$ cat config.mk
export PLATFORM = sky130hd
export DESIGN_NAME = noise_subtractor_pipe
export DESIGN_NICKNAME = d
export VERILOG_FILES = /design/src/rtl/noise_subtractor_pipe.sv
export SDC_FILE = /design/constraint.sdc
export NUM_CORES = 1
export LEC_CHECK = 0
export BUFFER_PORTS_ARGS = -buffer_cell sky130_fd_sc_hd__buf_2
export CAP_MARGIN = 30
export CORE_MARGIN = 2
export CORE_UTILIZATION = 45
export CTS_CLUSTER_SIZE = 30
export DETAILED_ROUTE_END_ITERATION = 12
export PLACE_DENSITY_LB_ADDON = 0.1
export SLEW_MARGIN = 20
export SYNTH_ARGS = -nofsm -noshare
export SYNTH_HDL_FRONTEND = slang
export SYNTH_SLANG_ARGS = --single-unit
$ cat constraint.sdc
create_clock -name clk -period 3 [get_ports clk]
set_clock_uncertainty 0.1 [all_clocks]
set_input_delay 0.9 -clock clk [delete_from_list [all_inputs] [get_ports clk]]
set_output_delay 0.9 -clock clk [all_outputs]
set_load 0.02 [all_outputs]
$ cat src/rtl/noise_subtractor_pipe.sv
// Pipelined signal-minus-noise subtractor for the ANC datapath.
// The noise reference is aligned to the detector signal by a per-sample delay line.
// The result can be saturated or wrapped, and overflowed results are counted.
module noise_subtractor_pipe #(
   parameter int DATA_W    = 16,
   parameter int MAX_DELAY = 16,
   parameter int DLY_W     = $clog2(MAX_DELAY),
   parameter bit SAT_EN    = 1'b1,
   parameter int CNT_W     = 16
) (
   input  logic              clk,
   input  logic              rst_n,
   input  logic [DLY_W-1:0]  cfg_delay,
   input  logic              clr_count,
   input  logic              in_valid,
   output logic              in_ready,
   input  logic [DATA_W-1:0] sig_in,
   input  logic [DATA_W-1:0] ref_in,
   output logic              out_valid,
   input  logic              out_ready,
   output logic [DATA_W-1:0] diff_out,
   output logic              sat_flag,
   output logic [CNT_W-1:0]  sat_count
);

   localparam logic [DLY_W:0]    DEPTH   = (DLY_W+1)'(MAX_DELAY);
   localparam logic [DLY_W-1:0]  LAST_WP = DLY_W'(MAX_DELAY - 1);
   localparam logic [DATA_W-1:0] POS_MAX = {1'b0, {(DATA_W-1){1'b1}}};
   localparam logic [DATA_W-1:0] NEG_MIN = {1'b1, {(DATA_W-1){1'b0}}};

   logic [DATA_W-1:0] dly_mem [MAX_DELAY];
   logic [DLY_W-1:0]  wp;
   logic [DLY_W:0]    fill;
   logic [DLY_W:0]    rd_sum;
   logic [DLY_W:0]    rd_wrapped;
   logic [DLY_W-1:0]  rd_addr;
   logic [DATA_W-1:0] ref_delayed;

   logic              advance;
   logic              accept;
   logic              transfer;

   logic              v1;
   logic [DATA_W-1:0] sig1;
   logic [DATA_W-1:0] ref1;
   logic              v2;

   logic [DATA_W:0]   full;
   logic              ovf;
   logic [DATA_W-1:0] diff_next;

   // The whole pipeline moves together: it advances whenever the output slot is free or draining.
   always_comb begin
      advance   = ~v2 | out_ready;
      in_ready  = rst_n & advance;
      accept    = in_valid & in_ready;
      transfer  = v2 & out_ready;
      out_valid = v2;
   end

   // Pick the reference sample d accepts back; zero until enough samples have been seen, bypass for d=0.
   always_comb begin
      rd_sum     = {1'b0, wp} + DEPTH - {1'b0, cfg_delay};
      rd_wrapped = rd_sum - DEPTH;
      rd_addr    = rd_sum[DLY_W-1:0];
      if (rd_sum >= DEPTH) begin
         rd_addr = rd_wrapped[DLY_W-1:0];
      end
      ref_delayed = '0;
      if (cfg_delay == '0) begin
         ref_delayed = ref_in;
      end else if (fill >= {1'b0, cfg_delay}) begin
         ref_delayed = dly_mem[rd_addr];
      end
   end

   // Delay-line storage is written once per accepted sample and never cleared.
   always_ff @(posedge clk) begin
      if (accept) begin
         dly_mem[wp] <= ref_in;
      end
   end

   // Write pointer wraps around the buffer; fill tracks how much history exists for priming.
   always_ff @(posedge clk or negedge rst_n) begin
      if (!rst_n) begin
         wp   <= '0;
         fill <= '0;
      end else if (accept) begin
         wp <= (wp == LAST_WP) ? '0 : wp + DLY_W'(1);
         if (fill != DEPTH) begin
            fill <= fill + (DLY_W+1)'(1);
         end
      end
   end

   // Stage 1 captures the signal and its aligned reference.
   always_ff @(posedge clk or negedge rst_n) begin
      if (!rst_n) begin
         v1   <= 1'b0;
         sig1 <= '0;
         ref1 <= '0;
      end else if (advance) begin
         v1   <= accept;
         sig1 <= sig_in;
         ref1 <= ref_delayed;
      end
   end

   // One extra bit of headroom exposes overflow; clamp toward the overflow direction when saturating.
   always_comb begin
      full      = {sig1[DATA_W-1], sig1} - {ref1[DATA_W-1], ref1};
      ovf       = full[DATA_W] ^ full[DATA_W-1];
      diff_next = full[DATA_W-1:0];
      if (SAT_EN && ovf) begin
         diff_next = full[DATA_W] ? NEG_MIN : POS_MAX;
      end
   end

   // Stage 2 holds the result; it stays frozen while downstream stalls.
   always_ff @(posedge clk or negedge rst_n) begin
      if (!rst_n) begin
         v2       <= 1'b0;
         diff_out <= '0;
         sat_flag <= 1'b0;
      end else if (advance) begin
         v2       <= v1;
         diff_out <= diff_next;
         sat_flag <= ovf;
      end
   end

   // Count overflowed results as they leave; clear wins, and the count sticks at all-ones.
   always_ff @(posedge clk or negedge rst_n) begin
      if (!rst_n) begin
         sat_count <= '0;
      end else if (clr_count) begin
         sat_count <= '0;
      end else if (transfer && sat_flag && !(&sat_count)) begin
         sat_count <= sat_count + CNT_W'(1);
      end
   end

endmodule

# Yosys cells after proc, flatten, opt, wreduce, memory -nomap -nowiden
# Memories as Yosys holds them, arrays and structs flattened.
# Index checks and enable logic that the tools add are counted.
# classes
add_sub_neg	7
n_reduce_logical	7
bitwise_logic	6
n_mux	10
n_lt_le_gt_ge	2
n_eq_ne	2
# ops
op	n
16-bit 2-to-1 mux	6
16-bit by 16-bit subtractor with 17-bit output	1
16-bit by 1-bit adder with 16-bit output (second input constant)	1
16-bit AND reduction	1
4-bit 2-to-1 mux	2
4-bit by 5-bit adder with 5-bit output (second input constant)	1
5-bit by 1-bit adder with 5-bit output (second input constant)	1
5-bit by 4-bit >= comparator with 1-bit output	1
5-bit >= comparator (second input constant)	1
5-bit inequality test (second input constant)	1
5-bit by 4-bit subtractor with 5-bit output	1
4-bit by 1-bit adder with 4-bit output (second input constant)	1
4-bit == test (second input constant)	1
4-bit zero test	1
4-bit by 1-bit subtractor with 4-bit output (second input constant)	1
1-bit AND	3
1-bit logical AND	2
1-bit 2-to-1 mux	2
2-bit AND reduction	1
2-bit nonzero test	1
1-bit zero test	1
1-bit inverter	1
1-bit OR	1
1-bit XOR	1
# totals
out_inout_bits	35
mem_bits_rw	256
reg_bits	76
word_cells	44
mem_count	1
# memory_table
memory	depth	word_bits	read_ports	rd_clocked_by_memory_dff	write_ports	line_no	rtl
dly_mem	16	16	1	0	1	31	logic [DATA_W-1:0] dly_mem [MAX_DELAY];

# Longest topological paths before layout
# Gate-level depths: netlist (run 1).
# An unclocked memory read counts as a cell.
# depth
depth_word	7
depth_mapped	12
mapped_depth_nobuf	10

# Worst setup path before layout (run 1)
# Ideal clock, no wire load.
# synth_timing
kind	input to register
startpoint	input cfg_delay[0]
endpoint	register ref1[1]
stages	9
required_time_ns	2.754
setup_slack_ns	-0.307
arrival_ns	3.061
cell_sequence	ha_1 > inv_1 > fa_1 > buf_2 > buf_2 > mux4_2 > mux2_2 > a21oi_1 > o221ai_1
# synth_between
elab_chain_cells	6
word_cells_on_any_way	9
# synth_rtl
item	line_no	rtl
start, declared	13	input logic [DLY_W-1:0] cfg_delay,
5-bit by 4-bit subtractor with 5-bit output	63	rd_sum = {1'b0, wp} + DEPTH - {1'b0, cfg_delay};
4-bit by 1-bit subtractor with 4-bit output / 5-bit >= comparator (equally long branches)	64, 66	
4-bit 2-to-1 mux	66	if (rd_sum >= DEPTH) begin
memory 16 x 16 bit	-	
16-bit 2-to-1 mux	72	end else if (fill >= {1'b0, cfg_delay}) begin
16-bit 2-to-1 mux *	70	if (cfg_delay == '0) begin
end signal, assigned	106	ref1 <= ref_delayed;
end, declared	45	logic [DATA_W-1:0] ref1;
# Mark *: on every way between the ends. The rest lies on a longest branch, timed or not.
# A chain may end at the register's enable or synchronous reset.

# Worst setup path after layout (run 1)
# layout_timing
startpoint	input cfg_delay[0]
endpoint	register ref1[5]
# Same word-level chain as after synthesis.

==> out/metrics.yaml, run 1 <==
outcome:
  status: "finished, violations left"
  failed_checks: "negative setup slack"
power:
  vdd_drop_max_mv: 0.5413
  p_comb_frac: 0.403
  switching_share: 0.3209
  p_seq_frac: 0.333
  power_mw: 16.77
  p_leak_nw: 6.369
  p_sw_mw: 5.383
  clockPowerShare: 0.264
  power_density_nw_per_um2: 972.3
  p_int_mw: 11.39
grt:
  grt_pass1_vias: 8353
  grt_pass1_wl_mm: 50.71
  overflow: 0
  grt_start_max_net_pins: 65
  antenna_found_initial: 0
  grtUsageTotal: 0.2037
placed_design:
  place_hpwl_mm: 19.77
  gp_congestion: 0.7534
  dpl.cell_count: 1410
  port_buffers: 75
route:
  first_pass_iters: 4
  vias_per_cell: 5.529
  drcViolationCount: 0
  wire_per_inst_um: 21.99
  drtIter0Drc: 681
  antenna_left: 0
  num_vias: 8221
  detail_route.wirelength_mm: 32.70
floorplanning:
  die_area_um2: 33240
  core_area_um2: 31470
  start_util: 0.4547
  dieWidth_um: 182.3
  fp-row-count: 65
  die_y_um: 182.3
  boundaryPins: 76
synth:
  yosysUniqueCellTypes: 54
  synth_area_um2: 14310
  synth_nets: 989
  synth_top_cell_by_area: "edfxtp_1"
  yosys.area.top_type_share: 0.5372
  yosys-top-cells-area: "edfxtp_1 54%, dfrtp_1 13%, mux4_2 10%"
  synth_edf_count: 256
  synth_ff_type: "edfxtp_1"
  syn_inst: 916
  ys_seq_elements: 332
  ys_seq_area_frac: 0.6701
  async_reset_ff_frac: 0.2289
  yosysWarningCount: 0
  syn_avg_cell_area_um2: 15.62
timing:
  hold_ws_ns: 0.08343
  clock.fmax_mhz: 323.4
  setup_ws_ns: -0.09175
  fin_crit_ns: 3.092
  hold_viol_final: 0
  rsz0062_at_grt: "true"
  finalCritPeriodShare: 1.031
  relSlewSlack: 0.5014
  maxSlewViolCount: 0
  setup_viol: 14
  tightestPinTransition_ns: 0.7479
clock_tree:
  clk_pin_slew_worst_paths_ns: 0.06
  clock-root-buffer: "clkbuf_16"
  cts_hold_buf: 0
  cts_num_sinks: 332
  cts_tree: "done"
  h-tree-depth: 2
  numCtsBuffers: 37
  clock_latency_ns: 0.53
  cts_buffer_depth: 3
setup_path:
  cp_max_fo: 7
  worst_setup_path_end_kind: "flip-flop"
  arrival_ns: 3.35
  start_kind: "input pin"
  critPathKind: "in2reg"
  cp.required_ns: 3.26
layout:
  area_growth_pct: 20.55
  drive_gt1_frac: 0.2922
  layout.nets: 1131
  nFillCells: 2522
  utilization: 0.5481
  antennaDiodeCount: 0
  stdcell_count: 1487
flow_run:
  cap_viol_max_count: 0
min_path:
  hp-class: "in2async"
[layout make-up]
| type | instances | area [um2] | area share |
|---|---|---|---|
| inverter | 29 | 108.9 | 0.006310 |
| multi-input combinational | 512 | 4538 | 0.2631 |
| clock buffer | 47 | 994.7 | 0.05766 |
| sequential | 332 | 9589 | 0.5559 |
| clock inverter | 19 | 192.7 | 0.01117 |
| timing repair buffer | 146 | 1324 | 0.07674 |
| tap | 402 | 503.0 | 0.02916 |
[through the flow]
step / setup WS, ns / TNS [ns] / cell area, um2
CTS: -0.1111 / -0.8997 / 17160
global route: -0.1892 / -2.446 / 17250
finish: -0.09175 / -0.7975 / 17250
global placement: -0.5999 / -8.929 / 15860
floorplan: -0.05305 / -0.6669 / 14430
detailed placement: -0.6406 / -9.329 / 15880
[cell usage in the layout (no fill, tap or decap), drive strengths merged, types with 6 or more instances in the layout]
| cell type | Yosys | layout |
|---|---|---|
| mux4 | 64 | 64 |
| and3 | 6 | 6 |
| and2 | 20 | 20 |
| and4 | 6 | 6 |
| o221ai | 15 | 15 |
| mux2i | 18 | 18 |
| o21ai | 32 | 32 |
| xnor2 | 17 | 17 |
| buf | 25 | 144 |
| ha | 30 | 30 |
| a21o | 6 | 6 |
| a21oi | 53 | 53 |
| edfxtp | 256 | 256 |
| dfrtp | 76 | 76 |
| clkbuf | 18 | 49 |
| or3 | 6 | 6 |
| nand2 | 71 | 71 |
| clkinv | 0 | 15 |
| nand4 | 8 | 8 |
| nor2b | 7 | 7 |
| xor2 | 12 | 12 |
| inv | 29 | 30 |
| nor2 | 55 | 55 |
| nand3 | 27 | 27 |
| mux2 | 16 | 16 |
| o21a | 8 | 8 |
[logic make-up (layout without fill, tap and decap cells)]
logic type / count (synthesis) / after routing / share of synthesized area
multiplexers: 98 / 98 / 0.1259
adder cells (fa/ha/maj): 33 / 33 / 0.02973
AND/OR/NAND/NOR: 219 / 219 / 0.07353
AO/OA/AOI/OAI: 133 / 133 / 0.06086
XOR/XNOR: 29 / 29 / 0.01775
buffers and inverters: 72 / 241 / 0.02212
flip-flops: 332 / 332 / 0.6701
[worst max-delay path, stage by stage]
cell,delay [ns]
buf_2,0.11
ha_4,0.13
inv_2,0.03
fa_4,0.85
buf_4,0.17
clkbuf_16,0.17
mux4_2,0.50
mux2_4,0.27
a21oi_2,0.11
o221ai_1,0.10
[routing by layer]
layer / wire [um] / vias up / share of wire / GRT usage
met5: 0 / - / 0 / 0
met1: 14540 / 4185 / 0.44 / 0.2825
met3: 1540 / 38 / 0.047 / 0.02973
met4: 408 / 0 / 0.012 / 0.04484
li1: - / 3803 / - / -
met2: 16220 / 195 / 0.50 / 0.3447
[power groups by stage]
stage	Sequential, mW	Combinational, mW	Clock (mW)
3_3_place_gp	5.67	6.35	0
6_report	5.58	6.77	4.42
4_1_cts	5.59	6.65	4.54
2_1_floorplan	5.79	4.29	0
3_5_place_dp	5.68	6.40	0
5_1_grt	5.63	7.39	4.69
[state kept, by name (all words and copies together), names as in the netlist]
signal,flops
dly_mem,256
diff_out,16
ref1,16
sat_count,16
sig1,16
fill,5
wp,4
out_valid,1
sat_flag,1
v1,1
[worst paths after layout]
kind / cells after the start / to / slack, ns / start
min in group clk: 1 / out_valid / 0.35 / v1
max in group asynchronous: 3 / sig1[8] / 1.79 / rst_n
min: 1 / wp[2] / 0.08 / rst_n
max reg2reg: 10 / ref1[5] / -0.07 / wp[0]
min reg2reg: 1 / out_valid / 0.35 / v1
max: 10 / ref1[5] / -0.09 / cfg_delay[0]
[cell usage after synthesis, types with 4 or more instances]
cell type	count
edfxtp_1	256
dfrtp_1	76
nand2_1	71
mux4_2	64
nor2_1	55
a21oi_1	51
ha_1	30
inv_1	29
nand3_1	27
and2_1	20
clkbuf_1	18
mux2i_1	18
xnor2_1	17
mux2_2	16
o21ai_0	16
o221ai_1	15
buf_2	13
xor2_1	12
o21ai_1	10
buf_1	8
nand4_1	8
o21a_1	8
nor2b_1	7
a21o_1	6
and3_1	6
o21ai_2	6
or3_1	6
nor3_1	5
a31oi_1	4
and4_4	4
buf_6	4
nand2b_1	4
[timing repair]
item,in CTS,in global routing
endpoints found under the hold margin,0,0
gates resized for setup,6,5
endpoints found under the setup margin,16,21
cloned,1,2
buffers inserted,5,3
Power figures use the tool's default switching activity.
==> run 2: changes to the inputs <==
--- a/config.mk
+++ b/config.mk
@@ -5,10 +5,11 @@
 export SDC_FILE = /design/constraint.sdc
 export NUM_CORES = 1
 export LEC_CHECK = 0
+export ABC_AREA = 1
 export BUFFER_PORTS_ARGS = -buffer_cell sky130_fd_sc_hd__buf_2
 export CAP_MARGIN = 30
 export CORE_MARGIN = 2
-export CORE_UTILIZATION = 45
+export CORE_UTILIZATION = 40
 export CTS_CLUSTER_SIZE = 30
 export DETAILED_ROUTE_END_ITERATION = 12
 export PLACE_DENSITY_LB_ADDON = 0.1
==> constraint.sdc (replaced) <==
create_clock -name clk -period 3 [get_ports clk]
set_clock_uncertainty 0.1 [all_clocks]
set_input_delay 0.6 -clock clk [delete_from_list [all_inputs] [get_ports clk]]
set_output_delay 0.6 -clock clk [all_outputs]
set_load 0.02 [all_outputs]
==> run 2 against run 1 <==
The flow now finishes without violations. Routed wire length rose by 24%. Die area rose by 16%. Via count grew 29%. Largest cell class unchanged. Highest routed layer is now met5.
==> out/metrics.yaml, run 2 <==
timing:
  rsz0062_at_grt: "false"
  hold_ws_ns: 0.1584  # +0.07497 ns
  setup_tns_ns: 0  # +0.7975 ns
  finalCritPeriodShare: 0.9404  # -0.09023
  hold_viol_final: 0  # unchanged
  clock.fmax_mhz: 354.5  # +9.6%
  maxSlewViolCount: 0  # unchanged
  relSlewSlack: 0.5363  # +0.03491
  tightestPinTransition_ns: 0.6955  # -0.05236 ns
  setup_viol: 0  # -14
  fin_crit_ns: 2.821  # -0.2707 ns
synth:
  synth_edf_count: 256  # unchanged
  synth_area_um2: 14800  # +3.4%
  yosys.area.top_type_share: 0.5195  # -0.01771
  synth_nets: 1512  # +53%
  post-synth-top-count-cell: "nand2_1"
  syn_avg_cell_area_um2: 10.28  # -34%
  ys_seq_elements: 332  # unchanged
  syn_inst: 1439  # +57%
  yosysUniqueCellTypes: 40  # -26%
  async_reset_ff_frac: 0.2289  # unchanged
  synth_ff_type: "edfxtp_1"
  yosys-top-cells-area: "edfxtp_1 52%, dfrtp_1 13%, nand2_1 9.3%"
  yosysWarningCount: 0  # unchanged
  ys_seq_area_frac: 0.6480  # -0.02210
  synth_top_cell_by_area: "edfxtp_1"
  synthTopCellsByCount: "368 x nand2_1, 256 x edfxtp_1, 199 x nor2_1, 97 x a21oi_1, 96 x nand3_1"
floorplanning:
  die_y_um: 196.3  # +7.7%
  fp-row-count: 70  # +7.7%
  boundaryPins: 76  # unchanged
  start_util: 0.4052  # -0.04949
  die_area_um2: 38550  # +16%
  dieWidth_um: 196.3  # +7.7%
  core_area_um2: 36520  # +16%
grt:
  overflow: 0  # unchanged
  grt_start_max_net_pins: 50  # -23%
  grt_pass1_wl_mm: 62.51  # +23%
  antenna_found_initial: 1  # +1
  grtUsageTotal: 0.2149  # +0.01121
  grt_pass1_vias: 10186  # +22%
clock_tree:
  numCtsBuffers: 37  # unchanged
  clock_latency_ns: 0.54  # about the same
  cts_num_sinks: 332  # unchanged
  clk_pin_slew_worst_paths_ns: 0.06  # about the same
  cts_buffer_depth: 3  # unchanged
  cts_resized: 0  # -6
  h-tree-depth: 2  # unchanged
  cts_tree: "done"
  cts_setup_buffers: 0  # -5
  clock-root-buffer: "clkbuf_16"
layout:
  largest-register: "dly_mem"
  layout.nets: 1614  # +43%
  utilization: 0.4724  # -0.07569
  largest_reg_flops: 256  # unchanged
  drive_gt1_frac: 0.1344  # -0.1578
  final_common_cell: "nand2_1"
  layout_common_cells: "368 x nand2_1, 256 x edfxtp_1, 182 x nor2_1, 97 x a21oi_1, 96 x nand3_1"
  area_growth_pct: 16.59
  antennaDiodeCount: 0  # unchanged
route:
  vias_per_cell: 5.191  # -6.1%
  wire_per_inst_um: 19.91  # -9.5%
  drcViolationCount: 0  # unchanged
  antenna_left: 0  # unchanged
  detail_route.wirelength_mm: 40.57  # +24%
  num_vias: 10579  # +29%
  drtIter0Drc: 752  # +10%
  first_pass_iters: 5  # +1
placed_design:
  gp_congestion: 0.8311  # +10%
  port_buffers: 75  # unchanged
  place_hpwl_mm: 25.24  # +28%
min_path:
  hp-class: "in2reg"
  hp-start: "sig_in[6]"
outcome:
  status: "complete, no violations"
setup_path:
  arrival_ns: 3.20  # -0.15 ns
  critPathKind: "reg2reg"
  cp.required_ns: 3.38  # +0.12 ns
  worstSetupStartpoint: "wp[0]"
  r2r_start: "wp[0]"
  start_kind: "flip-flop"
  cp_max_fo: 32  # +25
  worst_setup_path_end_kind: "flip-flop"
power:
  power_mw: 16.98  # +1.2%
  power_density_nw_per_um2: 984.1  # +1.2%
  p_leak_nw: 6.921  # +8.7%
  vdd_drop_max_mv: 0.5310  # -1.9%
flow_run:
  cap_viol_max_count: 0  # unchanged
[run 2: cell types whose count changed after synthesis, moves of 43 or more]
cell,previous run,this run
nand2_1,71,368
nor2_1,55,199
o21ai_0,16,94
nand3_1,27,96
mux4_2,64,0
a21oi_1,51,97
inv_1,29,72
[run 2: report_power, final]
group / internal, mW / switching [mW]
clock: 2.70 / 1.84
combinational: 2.25 / 4.43
sequential: 5.44 / 0.319
[run 2: worst max-delay path: stages (launching register included)]
cell and delay [ns]:
dfrtp_1 0.41, inv_1 0.21, ha_4 0.16, inv_1 0.05
fa_2 0.60, clkinv_1 0.14, buf_4 0.28, o21ai_0 0.13
a21oi_1 0.09, o21ai_1 0.17, nand3_1 0.10, nand2_1 0.18
nand2_1 0.08, nand2_1 0.06
[run 2: metal layers]
| metal | global-route usage | share of wire |
|---|---|---|
| met2 | 0.3483 | 0.46 |
| met1 | 0.3052 | 0.46 |
| met5 | 0 | 0.00030 |
| met3 | 0.03114 | 0.054 |
| met4 | 0.05527 | 0.023 |
[run 2: layout make-up]
| cell class | count | area, um2 |
|---|---|---|
| Sequential cell | 332 | 9589 |
| Clock buffer | 52 | 1002 |
| Inverter | 75 | 284.0 |
| Fill cell | 3410 | 19270 |
| Multi-Input combinational cell | 968 | 4674 |
| Clock inverter | 16 | 209.0 |
| Tap cell | 468 | 585.6 |
| Timing Repair Buffer | 127 | 908.4 |
[run 2: what timing repair did]
| item | CTS | global route |
|---|---|---|
| endpoints found under the setup margin | 0 | 0 |
| hold buffers | 1 | 0 |
| endpoints found under the hold margin | 13 | 0 |
[run 2: path summary, 6_finish.rpt]
check / to / slack [ns] / depth (start not counted)
max: ref1[8] / 0.18 / 13
min: sig1[6] / 0.16 / 3
max reg2reg: ref1[8] / 0.18 / 13
min reg2reg: out_valid / 0.35 / 2
max in group asynchronous: sat_count[3] / 1.22 / 4
min in group asynchronous: diff_out[12] / 0.54 / 3
[run 2: metrics by stage]
step,cells,instance area [um2],setup slack [ns]
after floorplan,1439,14800,0.2848
after global placement,1969,16030,0.04822
after detailed placement,1969,16030,0.03912
after CTS,2038,17250,0.1889
after global routing,2038,17250,0.008293
final,2038,17250,0.1789
[run 2: kinds of logic (layout without fill, tap and decap cells)]
family,after synthesis,after routing,share of synthesized area
fa+ha+maj,32,32,0.02807
xor+xnor,28,28,0.01809
simple gates,685,685,0.1860
flops,332,332,0.6480
buf+inv,139,270,0.04134
compound gates,223,223,0.07846
